File: config.mk
export PLATFORM = sky130hd
export DESIGN_NAME = fb_pixel_writer_flat
export DESIGN_NICKNAME = d
export VERILOG_FILES = /design/src/rtl/fb_pixel_writer_pkg.sv /design/src/rtl/fb_pixel_writer_if.sv /design/src/rtl/fb_pixel_writer.sv /design/src/flat_wrapper.sv
export SDC_FILE = /design/constraint.sdc
export NUM_CORES = 1
export LEC_CHECK = 0
export BUFFER_PORTS_ARGS = -buffer_cell sky130_fd_sc_hd__buf_2
export CAP_MARGIN = 20
export CORE_AREA = 5 5 104 106
export CTS_CLUSTER_DIAMETER = 100
export DETAILED_ROUTE_END_ITERATION = 10
export DIE_AREA = 0 0 109 111
export PLACE_DENSITY_LB_ADDON = 0.1
export SLEW_MARGIN = 5
export SYNTH_ARGS = -nofsm -noshare
export SYNTH_HDL_FRONTEND = slang
export SYNTH_SLANG_ARGS = --single-unit
File: constraint.sdc
create_clock -name clk -period 5.8 [get_ports clk]
set_clock_uncertainty 0.15 [all_clocks]
set_input_delay 1.16 -clock clk [delete_from_list [all_inputs] [get_ports clk]]
set_output_delay 1.16 -clock clk [all_outputs]
set_load 0.01 [all_outputs]
File: src/rtl/fb_pixel_writer_pkg.sv
// Shared frame-buffer constants: op codes, writer states, geometry.
// Geometry matches the VGA scan-out block's row/bit addressing.
package fb_pkg;

  typedef enum logic [1:0] {
    FB_OP_SET  = 2'b00,
    FB_OP_CLR  = 2'b01,
    FB_OP_TOG  = 2'b10,
    FB_OP_FILL = 2'b11
  } fb_op_e;

  typedef enum logic [1:0] {
    FB_ST_IDLE = 2'b00,
    FB_ST_RD   = 2'b01,
    FB_ST_WR   = 2'b10,
    FB_ST_FILL = 2'b11
  } fb_state_e;

  localparam int FB_ROWS      = 32;
  localparam int FB_COLS      = 32;
  localparam int FB_ROW_BYTES = 4;

  function automatic logic [31:0] fb_row_addr(
    input logic [31:0] base,
    input logic [4:0]  row
  );
    return base + 32'(row) * 32'(FB_ROW_BYTES);
  endfunction

endpackage

File: src/rtl/fb_pixel_writer_if.sv
// Command and frame-memory bus of the pixel writer.
// Also carries the display cursor (point/mark) outputs.
interface fb_pixel_writer_if;
  import fb_pkg::*;

  logic        cmd_valid;
  logic        cmd_ready;
  fb_op_e      cmd_op;
  logic [4:0]  cmd_x;
  logic [4:0]  cmd_y;
  logic [31:0] cmd_data;
  logic [31:0] mem_addr;
  logic [31:0] mem_rdata;
  logic        mem_we;
  logic [31:0] mem_wdata;
  logic [31:0] point_out;
  logic        mark;

  modport master (
    output cmd_valid, cmd_op, cmd_x, cmd_y,
    output cmd_data, mem_rdata,
    input  cmd_ready, mem_addr, mem_we,
    input  mem_wdata, point_out, mark
  );

  modport slave (
    input  cmd_valid, cmd_op, cmd_x, cmd_y,
    input  cmd_data, mem_rdata,
    output cmd_ready, mem_addr, mem_we,
    output mem_wdata, point_out, mark
  );

endinterface

File: src/rtl/fb_pixel_writer.sv
// Read-modify-write pixel agent and FILL engine for the 32x32 frame memory.
// Cursor outputs are built only with FB_PIXEL_WRITER_CURSOR_EN defined.
module fb_pixel_writer
  import fb_pkg::*;
#(
  parameter int          RD_LAT    = 1,
  parameter logic [31:0] BASE_ADDR = 32'h0000_0000
) (
  input logic              clk,
  input logic              rst,
  fb_pixel_writer_if.slave bus
);

  localparam logic [31:0] BASE_W   = {BASE_ADDR[31:2], 2'b00};
  localparam logic [1:0]  LAT_INIT = 2'(RD_LAT - 1);
  localparam logic [4:0]  ROW_LAST = 5'(FB_ROWS - 1);

  fb_state_e   state_q, state_d;
  fb_op_e      op_q;
  logic [4:0]  x_q, y_q;
  logic [31:0] data_q;
  logic [1:0]  lat_q, lat_d;
  logic [4:0]  row_q, row_d;
  logic        accept;
  logic [31:0] mask;
  logic [31:0] pix_word;

  assign accept = bus.cmd_valid && (state_q == FB_ST_IDLE);

  always_ff @(posedge clk or posedge rst) begin
    if (rst) begin
      state_q <= FB_ST_IDLE;
      lat_q   <= '0;
      row_q   <= '0;
    end else begin
      state_q <= state_d;
      lat_q   <= lat_d;
      row_q   <= row_d;
    end
  end

  always_ff @(posedge clk or posedge rst) begin
    if (rst) begin
      op_q   <= FB_OP_SET;
      x_q    <= '0;
      y_q    <= '0;
      data_q <= '0;
    end else if (accept) begin
      op_q   <= bus.cmd_op;
      x_q    <= bus.cmd_x;
      y_q    <= bus.cmd_y;
      data_q <= bus.cmd_data;
    end
  end

  always_comb begin
    state_d = state_q;
    lat_d   = lat_q;
    row_d   = row_q;
    unique case (state_q)
      FB_ST_IDLE: begin
        if (accept) begin
          state_d = (bus.cmd_op == FB_OP_FILL) ? FB_ST_FILL : FB_ST_RD;
          lat_d   = LAT_INIT;
          row_d   = '0;
        end
      end
      FB_ST_RD: begin
        if (lat_q == 2'd0) state_d = FB_ST_WR;
        else               lat_d   = lat_q - 2'd1;
      end
      FB_ST_WR: state_d = FB_ST_IDLE;
      FB_ST_FILL: begin
        // Stop on the last row so the counter never wraps into a 33rd write.
        if (row_q == ROW_LAST) state_d = FB_ST_IDLE;
        else                   row_d   = row_q + 5'd1;
      end
      default: state_d = FB_ST_IDLE;
    endcase
  end

  assign mask = 32'd1 << x_q;

  always_comb begin
    pix_word = bus.mem_rdata;
    unique case (op_q)
      FB_OP_SET: pix_word = bus.mem_rdata | mask;
      FB_OP_CLR: pix_word = bus.mem_rdata & ~mask;
      FB_OP_TOG: pix_word = bus.mem_rdata ^ mask;
      default:   pix_word = bus.mem_rdata;
    endcase
  end

  always_comb begin
    bus.mem_wdata = '0;
    if (state_q == FB_ST_WR)   bus.mem_wdata = pix_word;
    if (state_q == FB_ST_FILL) bus.mem_wdata = data_q;
  end

  assign bus.cmd_ready = (state_q == FB_ST_IDLE);
  assign bus.mem_we    = (state_q == FB_ST_WR) || (state_q == FB_ST_FILL);
  assign bus.mem_addr  = fb_row_addr(
    BASE_W, (state_q == FB_ST_FILL) ? row_q : y_q);

`ifdef FB_PIXEL_WRITER_CURSOR_EN
  logic [31:0] point_q;
  logic [31:0] point_new;

  assign point_new = {22'd0, y_q, x_q};

  always_ff @(posedge clk or posedge rst) begin
    if (rst)                        point_q <= '0;
    else if (state_q == FB_ST_WR)   point_q <= point_new;
  end

  assign bus.point_out = (state_q == FB_ST_WR) ? point_new : point_q;
  assign bus.mark      = (state_q == FB_ST_WR);
`else
  assign bus.point_out = '0;
  assign bus.mark      = 1'b0;
`endif

endmodule

File: src/flat_wrapper.sv
// flat-port wrapper written by rule: the top's interface ports become plain ports
module fb_pixel_writer_flat import fb_pkg::*;
#(
  parameter int          RD_LAT    = 1,
  parameter logic [31:0] BASE_ADDR = 32'h0000_0000
)
  (clk, rst, bus_cmd_valid, bus_cmd_op, bus_cmd_x, bus_cmd_y, bus_cmd_data, bus_mem_rdata, bus_cmd_ready, bus_mem_addr, bus_mem_we, bus_mem_wdata, bus_point_out, bus_mark);
  fb_pixel_writer_if bus_i ();
  input logic clk;
  input logic rst;
  input wire logic [$bits(bus_i.cmd_valid)-1:0] bus_cmd_valid;
  input wire logic [$bits(bus_i.cmd_op)-1:0] bus_cmd_op;
  input wire logic [$bits(bus_i.cmd_x)-1:0] bus_cmd_x;
  input wire logic [$bits(bus_i.cmd_y)-1:0] bus_cmd_y;
  input wire logic [$bits(bus_i.cmd_data)-1:0] bus_cmd_data;
  input wire logic [$bits(bus_i.mem_rdata)-1:0] bus_mem_rdata;
  output wire logic [$bits(bus_i.cmd_ready)-1:0] bus_cmd_ready;
  output wire logic [$bits(bus_i.mem_addr)-1:0] bus_mem_addr;
  output wire logic [$bits(bus_i.mem_we)-1:0] bus_mem_we;
  output wire logic [$bits(bus_i.mem_wdata)-1:0] bus_mem_wdata;
  output wire logic [$bits(bus_i.point_out)-1:0] bus_point_out;
  output wire logic [$bits(bus_i.mark)-1:0] bus_mark;
  assign bus_i.cmd_valid = bus_cmd_valid;
  assign bus_i.cmd_op = bus_cmd_op;
  assign bus_i.cmd_x = bus_cmd_x;
  assign bus_i.cmd_y = bus_cmd_y;
  assign bus_i.cmd_data = bus_cmd_data;
  assign bus_i.mem_rdata = bus_mem_rdata;
  assign bus_cmd_ready = bus_i.cmd_ready;
  assign bus_mem_addr = bus_i.mem_addr;
  assign bus_mem_we = bus_i.mem_we;
  assign bus_mem_wdata = bus_i.mem_wdata;
  assign bus_point_out = bus_i.point_out;
  assign bus_mark = bus_i.mark;
  fb_pixel_writer #(.RD_LAT(RD_LAT), .BASE_ADDR(BASE_ADDR)) u_core (.clk(clk), .rst(rst), .bus(bus_i));
endmodule
# Yosys cells after proc, flatten, opt, wreduce, memory -nomap -nowiden
# Index checks and enable logic that the tools add are counted.
[op_classes]
add_sub_neg = 2
eq_ne = 12
shift = 1
muxes = 15
bitwise_logic = 4
reduce_logical = 10
[ops]
columns = ["op", "count"]
rows = [
  ["$pmux 32 s3", 1],
  ["$mux 32", 2],
  ["$and 32x32->32", 1],
  ["$not 32->32", 1],
  ["$or 32x32->32", 1],
  ["$shl 1x5->32 const A", 1],
  ["$xor 32x32->32", 1],
  ["$mux 5", 3],
  ["$mux 2", 6],
  ["$pmux 5 s2", 1],
  ["$reduce_and 3->1", 3],
  ["$eq 2x2->1 const B", 4],
  ["$pmux 2 s4", 1],
  ["$logic_not 2->1", 3],
  ["$ne 2x1->1 const B", 3],
  ["$add 5x1->5 const B", 1],
  ["$eq 5x5->1 const B", 1],
  ["$eq 2x1->1 const B", 2],
  ["$ne 2x2->1 const B", 2],
  ["$pmux 2 s2", 1],
  ["$reduce_bool 2->1", 2],
  ["$sub 2x1->2 const B", 1],
  ["$logic_and 1x1->1", 1],
  ["$logic_or 1x1->1", 1],
]
[totals]
ff_bits = 53
inputBits = 79
out_inout_bits = 99
elab_cells = 51

# Longest topological paths before layout
# Gate-level depths: netlist (run 1).
[depth]
word_depth = 6
depth_mapped = 7
mapped_depth_nobuf = 7

# Worst setup path before layout (run 1)
# Ideal clock, no wire load.
[synth_timing]
path_type = "input -> output"
startpoint = "input port bus_mem_rdata[3]"
endpoint = "output port bus_mem_wdata[3]"
t_arrival_ns = 1.924
required_ns = 4.490
setup_slack_ns = 2.566
cell_stages = 4
path_buffers = 0
path_cell_list = "inv_1 ha_1 mux2i_1 a221oi_1"
[synth_between]
elab_chain_len = 4
word_cells_on_any_way = 6
classes_between = "3 x mux; 3 x bitwise"
[synth_lines]
columns = ["element", "line_no", "source"]
rows = [
  ["start: declaration", "flat_wrapper.sv:16", "input wire logic [$bits(bus_i.mem_rdata)-1:0] bus_mem_rdata;"],
  ["$xor 32x32->32, or another cell as far along", "fb_pixel_writer.sv:89", "FB_OP_TOG: pix_word = bus.mem_rdata ^ mask;"],
  ["$pmux 32 s3 (*)", "fb_pixel_writer.sv:86", "unique case (op_q)"],
  ["$mux 32 (*)", "fb_pixel_writer.sv:96", "if (state_q == FB_ST_WR) bus.mem_wdata = pix_word;"],
  ["$mux 32 (*)", "fb_pixel_writer.sv:97", "if (state_q == FB_ST_FILL) bus.mem_wdata = data_q;"],
  ["end: declaration", "flat_wrapper.sv:20", "output wire logic [$bits(bus_i.mem_wdata)-1:0] bus_mem_wdata;"],
]
# Every way passes the cells marked *; elsewhere a longest branch is shown, timed or not.

# Worst setup path after layout (run 1)
[layout_timing]
startpoint = "register u_core.x_q[3]"
endpoint = "output port bus_mem_wdata[25]"
[layout_between]
elab_chain_len = 6
word_cells_on_any_way = 8
classes_between = "1 x shift; 3 x mux; 4 x bitwise"
[layout_lines]
columns = ["element", "line_no", "source"]
rows = [
  ["start: declaration", "fb_pixel_writer.sv:20", "logic [4:0] x_q, y_q;"],
  ["start signal: assignment", "fb_pixel_writer.sv:50", "x_q <= bus.cmd_x;"],
  ["$shl 1x5->32 (*)", "fb_pixel_writer.sv:82", "assign mask = 32'd1 << x_q;"],
  ["$not 32->32", "fb_pixel_writer.sv:88", "FB_OP_CLR: pix_word = bus.mem_rdata & ~mask;"],
  ["$and 32x32->32", "fb_pixel_writer.sv:88", ""],
  ["$pmux 32 s3 (*)", "fb_pixel_writer.sv:86", ""],
  ["$mux 32 (*)", "fb_pixel_writer.sv:96", ""],
  ["$mux 32 (*)", "fb_pixel_writer.sv:97", ""],
]
# Marks and branches as above.

==> flow_summary_export.csv, run 1 <==
group,metric,value,unit
detailed_routing,drc_errors,0,
hold_path,min_path_type,"flop to flop",
finish,nNetsFinal,789,
sta,drv_slew,0,
detailed_routing,drtIter0Drc,131,
placement,numPortBuffers,117,
worst_setup_path,crit_path_start_kind,"flop",
clocking,clock_latency,0.33,ns
worst_setup_path,end_kind,"output port",
sta,slew_headroom,26.2,%
clocking,path_clk_slew,0.11,ns
run,maxCapViolations,0,
worst_setup_path,path_cells,"nor2b_1 -> nand2_1 -> ha_1 -> mux2i_1 -> a221oi_1 -> buf_2",
outcome,status,"finished, final reports clean",
grt,grt_max_degree,75,
power_and_ir_drop,power.density,434,nW/um2
sta,fin_tns_setup,0,ns
detailed_routing,wl_per_cell,15.7,um
power_and_ir_drop,max-vdd-ir-drop,0.394,mV
clocking,cts_hold_buf,0,
floorplan,initial_core_util,54.7,%
clocking,cts_resized,0,
yosys,syn_area,5290,um2
finish,layout-drive-gt1-share,28.7,%
finish,n_fill_cell,897,
finish,final_util,59.3,%
yosys,netlist.area_leader.share,25.1,%
detailed_routing,dr.pass1.iters,4,
sta,period_minus_slack,3.85,ns
worst_setup_path,crit_path_top_delay_cell,"nor2b_1",
sta,max_slew.worst_pin.slew,1.11,ns
yosys,synth_seq_cells,53,
yosys,synth.distinct_cells,33,
floorplan,fp.dieArea,12100,um2
finish,multi_input_area,3290,um2
power_and_ir_drop,p_leak,0.00306,uW
grt,grt_pass1_wl,19.4,mm
sta,rsz0062_at_grt,"no",
yosys,yosys_warnings,0,
worst_setup_path,worstSetupPathType,"flop to output port",
detailed_routing,ant_nets,0,
yosys,synth.avg_cell_area,9.66,um2
yosys,yosysSeqAreaShare,25.1,%
finish,stdcell_count,777,
worst_setup_path,path_max_fanout,8,
clocking,clock_sinks,53,
clocking,cts_tree,"done",
worst_setup_path,arrival,2.54,ns
floorplan,core.rowCount,36,
clocking,post-cts-setup-buffers,0,
floorplan,die_height,111,um
clocking,cts-buffers-inserted,5,
detailed_routing,finalWirelength,12.2,mm
finish,seqCellArea,1330,um2
grt,antenna_found_initial,0,
yosys,yosysTopAreaCell,"dfrtp_1",
placement,gp_congestion,0.756,
sta,hold_viol_final,0,
floorplan,core,9680,um2
floorplan,die_width,109,um
clocking,clk_path_buf_depth,2,
finish,antenna_cells,0,
sta,period_share,66.3,%
yosys,syn_inst,548,
yosys,synthTopCellsByArea,"dfrtp_1, ha_1, mux2_4",
grt,overflow,0,
grt,first_global_vias,3972,
floorplan,io_pins,178,
worst_setup_path,critPathMaxStageDelay,0.70,ns
placement,placed_cells,767,
placement,hpwlAfterDp,8.95,mm
detailed_routing,via_count,3983,
finish,syn_to_final_growth,8.46,%
detailed_routing,avgViaCountPerCell,5.13,
clocking,h-tree-depth,2,
clocking,root_buffer,"clkbuf_8",
grt,grt.total_usage,19.9,%
worst_setup_path,critPathRequiredTime,4.49,ns
sta,clock.fmax,260,MHz
sta,setup_viol,0,
## per-layer routing
metal / wire, um / GRT usage [%] / part of all wire, %
met2: 5900 / 34.0 / 48
met5: 0 / 0 / 0
met4: 99 / 4.12 / 0.81
met3: 810 / 3.03 / 6.7
met1: 5360 / 26.2 / 44
## cell usage in the layout (no fill, tap or decap), types with 2 or more instances in the layout
| cell type | Yosys | routed |
|---|---|---|
| dfrtp_1 | 53 | 52 |
| buf_2 | 6 | 117 |
| nor3b_1 | 3 | 3 |
| buf_4 | 64 | 3 |
| a311oi_1 | 2 | 2 |
| nor2b_1 | 4 | 3 |
| inv_6 | 0 | 2 |
| a221oi_1 | 23 | 23 |
| and3_1 | 2 | 2 |
| nor2_1 | 18 | 17 |
| inv_1 | 61 | 60 |
| mux2_4 | 39 | 39 |
| o21ai_0 | 29 | 29 |
| and3b_1 | 2 | 2 |
| clkbuf_8 | 0 | 5 |
| mux2i_1 | 56 | 56 |
| nor3_1 | 4 | 4 |
| o221ai_1 | 9 | 9 |
| mux2_2 | 10 | 10 |
| nand2_1 | 39 | 39 |
| conb_1 | 1 | 60 |
| a21oi_1 | 17 | 17 |
| nand3_1 | 9 | 9 |
| ha_1 | 67 | 67 |
## flip-flops by register name, indices dropped and copies added (netlist names)
| register | flops |
|---|---|
| u_core.state_q | 2 |
| u_core.data_q | 32 |
| u_core.op_q | 2 |
| u_core.lat_q | 2 |
| u_core.row_q | 5 |
| u_core.x_q | 5 |
| u_core.y_q | 5 |
## cell families after synthesis
group,count (synthesis),synth area share (%)
other,1,0.0709
AO/OA/AOI/OAI,82,10.3
flip-flops,53,25.1
multiplexers,105,23.8
buffers and inverters,154,17.1
AND/OR/NAND/NOR,86,7.82
adder cells (fa/ha/maj),67,15.8
## power breakdown
group | leakage (uW) | total (uW) | switching [uW] | internal, uW
clock network | 0.0000452 | 234 | 145 | 88.5
logic | 0.00238 | 1470 | 735 | 734
registers | 0.000635 | 791 | 246 | 545
## cell type report
| cell class | instances | share of cell area, % |
|---|---|---|
| clock buffer | 5 | 1.20 |
| clock inverter | 3 | 0.436 |
| inverter | 61 | 3.99 |
| multi-input combinational | 400 | 57.3 |
| sequential | 53 | 23.2 |
| tap | 133 | 2.90 |
| timing repair buffer | 122 | 11.1 |
## per-stage QoR
| stage | area (um2) | worst slack, ns | hold slack (ns) | total power (uW) |
|---|---|---|---|---|
| floorplan | 5510 | 2.57 | 0.302 | 1910 |
| global placement | 5620 | 2.07 | 0.337 | 2220 |
| detailed placement | 5620 | 1.99 | 0.337 | 2260 |
| CTS | 5710 | 1.61 | 0.364 | 2500 |
| global route | 5740 | 1.76 | 0.371 | 2690 |
| finish | 5740 | 1.95 | 0.356 | 2490 |
## final timing paths
path | startpoint | end | slack (ns) | cells after the start
max | u_core.x_q[3] | bus_mem_wdata[25] | 1.95 | 6
min | u_core.row_q[3] | u_core.row_q[3] | 0.36 | 1
max reg2reg | u_core.state_q[1] | u_core.x_q[1] | 3.08 | 4
min reg2reg | u_core.row_q[3] | u_core.row_q[3] | 0.36 | 1
max in group asynchronous | rst | u_core.op_q[0] | 4.10 | 3
min in group asynchronous | rst | u_core.data_q[11] | 0.85 | 3
## synth_stat cells
master / number
and3b_1: 2
a21oi_1: 17
mux2_4: 39
nand4b_1: 1
mux2_2: 10
and4_1: 1
nor2_8: 1
nor3_1: 4
and3_1: 2
a32o_1: 1
a221oi_1: 23
and2_1: 1
o221ai_1: 9
conb_1: 1
buf_2: 6
o21bai_1: 1
ha_1: 67
a311oi_1: 2
buf_6: 2
mux2i_1: 56
nand2_1: 39
nor3b_1: 3
nor2b_1: 4
nand3_1: 9
inv_1: 61
clkbuf_1: 16
buf_1: 1
o21ai_0: 29
buf_12: 4
buf_4: 64
nor2_1: 18
dfrtp_1: 53
nand2b_4: 1
## critical path: cells and delay by family, from the launching register on
kind,cells,cell delay (ns)
simple gates,2,0.89
flops,1,0.41
compound gates,1,0.34
fa+ha+maj,1,0.33
buf+inv,1,0.19
mux,1,0.06
(Power assumes the default switching activity.)
==> inputs of run 2 (changes only) <==
Settings changed: CORE_AREA 5 5 104 106 to 5 5 113 115, DIE_AREA 0 0 109 111 to 0 0 118 120.
Clock period 5.8 ns to 3.4 ns, I/O delays scaled along.
==> run 2 against run 1 <==
Compared with the run above:
- non-clock buffer count increased by 14
- register-to-register slack lost 2.1 ns
- flip-flop and latch count unchanged
- combinational power rose by 90%
- clock power rose by 140%
- critical path depth decreased by 2
- via count rose by 2.8%
- critical endpoint is now bus_mem_wdata[0]
- total power grew 82%
- wire length increased by 6.3%
==> flow_summary_export.csv, run 2 (synthesis gave the netlist of run 1 again) <==
group,metric,value,unit
clocking,post-cts-setup-buffers,0,
placement,dpl_cell_area,5780,um2
grt,first_global_vias,4168,
worst_setup_path,crit_buf_inv,2,
detailed_routing,drc_errors,0,
floorplan,die_width,118,um
worst_setup_path,arrival,2.30,ns
worst_setup_path,rr_worst_depth,4,
finish,layout_commonest_cell,"buf_2",
finish,regMostFlops,"u_core.data_q",
hold_path,hold_path_end,"u_core.data_q[30]",
sta,period_share,91.9,%
finish,largest_register_ffs,32,
floorplan,initial_core_util,45.2,%
clocking,path_clk_slew,0.08,ns
outcome,status,"finished, final reports clean",
placement,numPortBuffers,117,
sta,max_slew.worst_pin.slew,0.911,ns
grt,grt_max_degree,49,
hold_path,hp-start,"u_core.data_q[30]",
clocking,cts-buffers-inserted,5,
hold_path,min_path_type,"flop to flop",
power_and_ir_drop,power.density,765,nW/um2
run,maxCapViolations,0,
finish,layout_common_cells,"buf_2, ha_1, inv_1, conb_1, mux2i_1",
worst_setup_path,worstSetupPathType,"flop to output port",
floorplan,die_height,120,um
worst_setup_path,regToRegSetupSlack,1.03,ns
sta,fin_ws,0.274,ns
worst_setup_path,critPathMaxStageDelay,0.65,ns
worst_setup_path,critical_path.top_delay_family,"buffers and inverters",
floorplan,core.rowCount,40,
detailed_routing,finalWirelength,12.9,mm
sta,whs,0.358,ns
hold_path,hold-path-cell-count,1,
clocking,clock_sinks,53,
sta,slew_headroom,39.2,%
finish,layout-drive-gt1-share,30.4,%
finish,stdcell_count,805,
finish,nNetsFinal,803,
sta,rsz0062_at_grt,"no",
power_and_ir_drop,p_leak,0.00316,uW
detailed_routing,wl_per_cell,16.1,um
grt,overflow,0,
grt,grt.total_usage,17.8,%
detailed_routing,dr.pass1.iters,4,
worst_setup_path,path_max_fanout,21,
detailed_routing,avgViaCountPerCell,5.08,
worst_setup_path,timing.rr.end,"u_core.data_q[20]",
clocking,root_buffer,"clkbuf_16",
worst_setup_path,reg2reg_from,"u_core.state_q[0]",
clocking,clock_latency,0.31,ns
placement,dpl_worst_slack,0.496,ns
sta,period_minus_slack,3.13,ns
placement,gp_congestion,0.781,
power_and_ir_drop,max-vdd-ir-drop,0.408,mV
clocking,h-tree-depth,2,
clocking,clk_path_buf_depth,2,
placement,placed_cells,797,
sta,setup_viol,0,
floorplan,core,11700,um2
finish,antenna_cells,0,
finish,design_area,5940,um2
worst_setup_path,path_cells,"inv_1 -> o21ai_0 -> a221oi_1 -> buf_2",
detailed_routing,via_count,4093,
worst_setup_path,crit_path_top_delay_cell,"inv_1",
sta,fin_tns_setup,0,ns
clocking,cts_tree,"done",
grt,grt_pass1_wl,20.7,mm
finish,syn_to_final_growth,12.2,%
floorplan,io_pins,178,
placement,hpwlAfterDp,9.83,mm
sta,drv_slew,0,
sta,hold_viol_final,0,
worst_setup_path,crit_path_start_kind,"flop",
worst_setup_path,critPathRequiredTime,2.57,ns
grt,antenna_found_initial,1,
detailed_routing,ant_nets,0,
detailed_routing,drtIter0Drc,95,
sta,clock.fmax,320,MHz
worst_setup_path,end_kind,"output port",
floorplan,fp.dieArea,14200,um2
==> run 2: worst reg2reg max path: stages, from the launching register on <==
cell and delay, ns:
dfrtp_1 0.58, buf_4 0.31, nor2_8 0.60, buf_12 0.28
mux2_4 0.33
==> run 2: worst max-delay path by stage <==
| stage | from | endpoint | slack [ns] | depth (start not counted) |
|---|---|---|---|---|
| 5_1_grt | u_core.x_q[4] | bus_mem_wdata[16] | 0.003 | 6 |
| 3_5_place_dp | u_core.x_q[3] | bus_mem_wdata[0] | 0.50 | 6 |
| 3_3_place_gp | u_core.x_q[3] | bus_mem_wdata[0] | 0.53 | 6 |
| 4_1_cts | u_core.x_q[3] | bus_mem_wdata[0] | 0.15 | 6 |
| 2_1_floorplan | u_core.x_q[0] | bus_mem_wdata[6] | 0.92 | 5 |
| 6_report | u_core.state_q[0] | bus_mem_wdata[0] | 0.27 | 4 |
==> run 2: report_power, final <==
part	total, uW	switching (uW)	internal [uW]
clock network	558	275	283
registers	1190	251	936
logic	2790	1450	1340
total	4540	1980	2560
==> run 2: final cells by class <==
class | count | area [um2]
clock buffer | 5 | 125
clock inverter | 3 | 26.3
fill | 1142 | 5770
inverter | 61 | 229
multi-input combinational | 400 | 3290
sequential | 53 | 1330
tap | 147 | 184
timing repair buffer | 136 | 753
==> run 2: timing repair <==
item / CTS / global route
gates resized for setup: 0 / 1
hold buffers: 0 / 0
hold endpoints to repair: 0 / 0
setup endpoints to repair: 0 / 2
==> run 2: per-stage QoR <==
stage / power, uW / util [%]
6_report: 4540 / 50.7
5_1_grt: 4920 / 50.7
4_1_cts: 4600 / 50.7
3_5_place_dp: 4020 / 49.4
3_3_place_gp: 3960 / 49.4
2_1_floorplan: 3270 / -
==> run 2: metal layers <==
| layer | vias up | global-route usage [%] | share of wire, % |
|---|---|---|---|
| li1 | 1985 | - | - |
| met3 | 16 | 3.58 | 6.2 |
| met5 | - | 0 | 0.085 |
| met1 | 1958 | 22.0 | 43 |
| met2 | 132 | 31.6 | 49 |
| met4 | 2 | 4.44 | 1.3 |
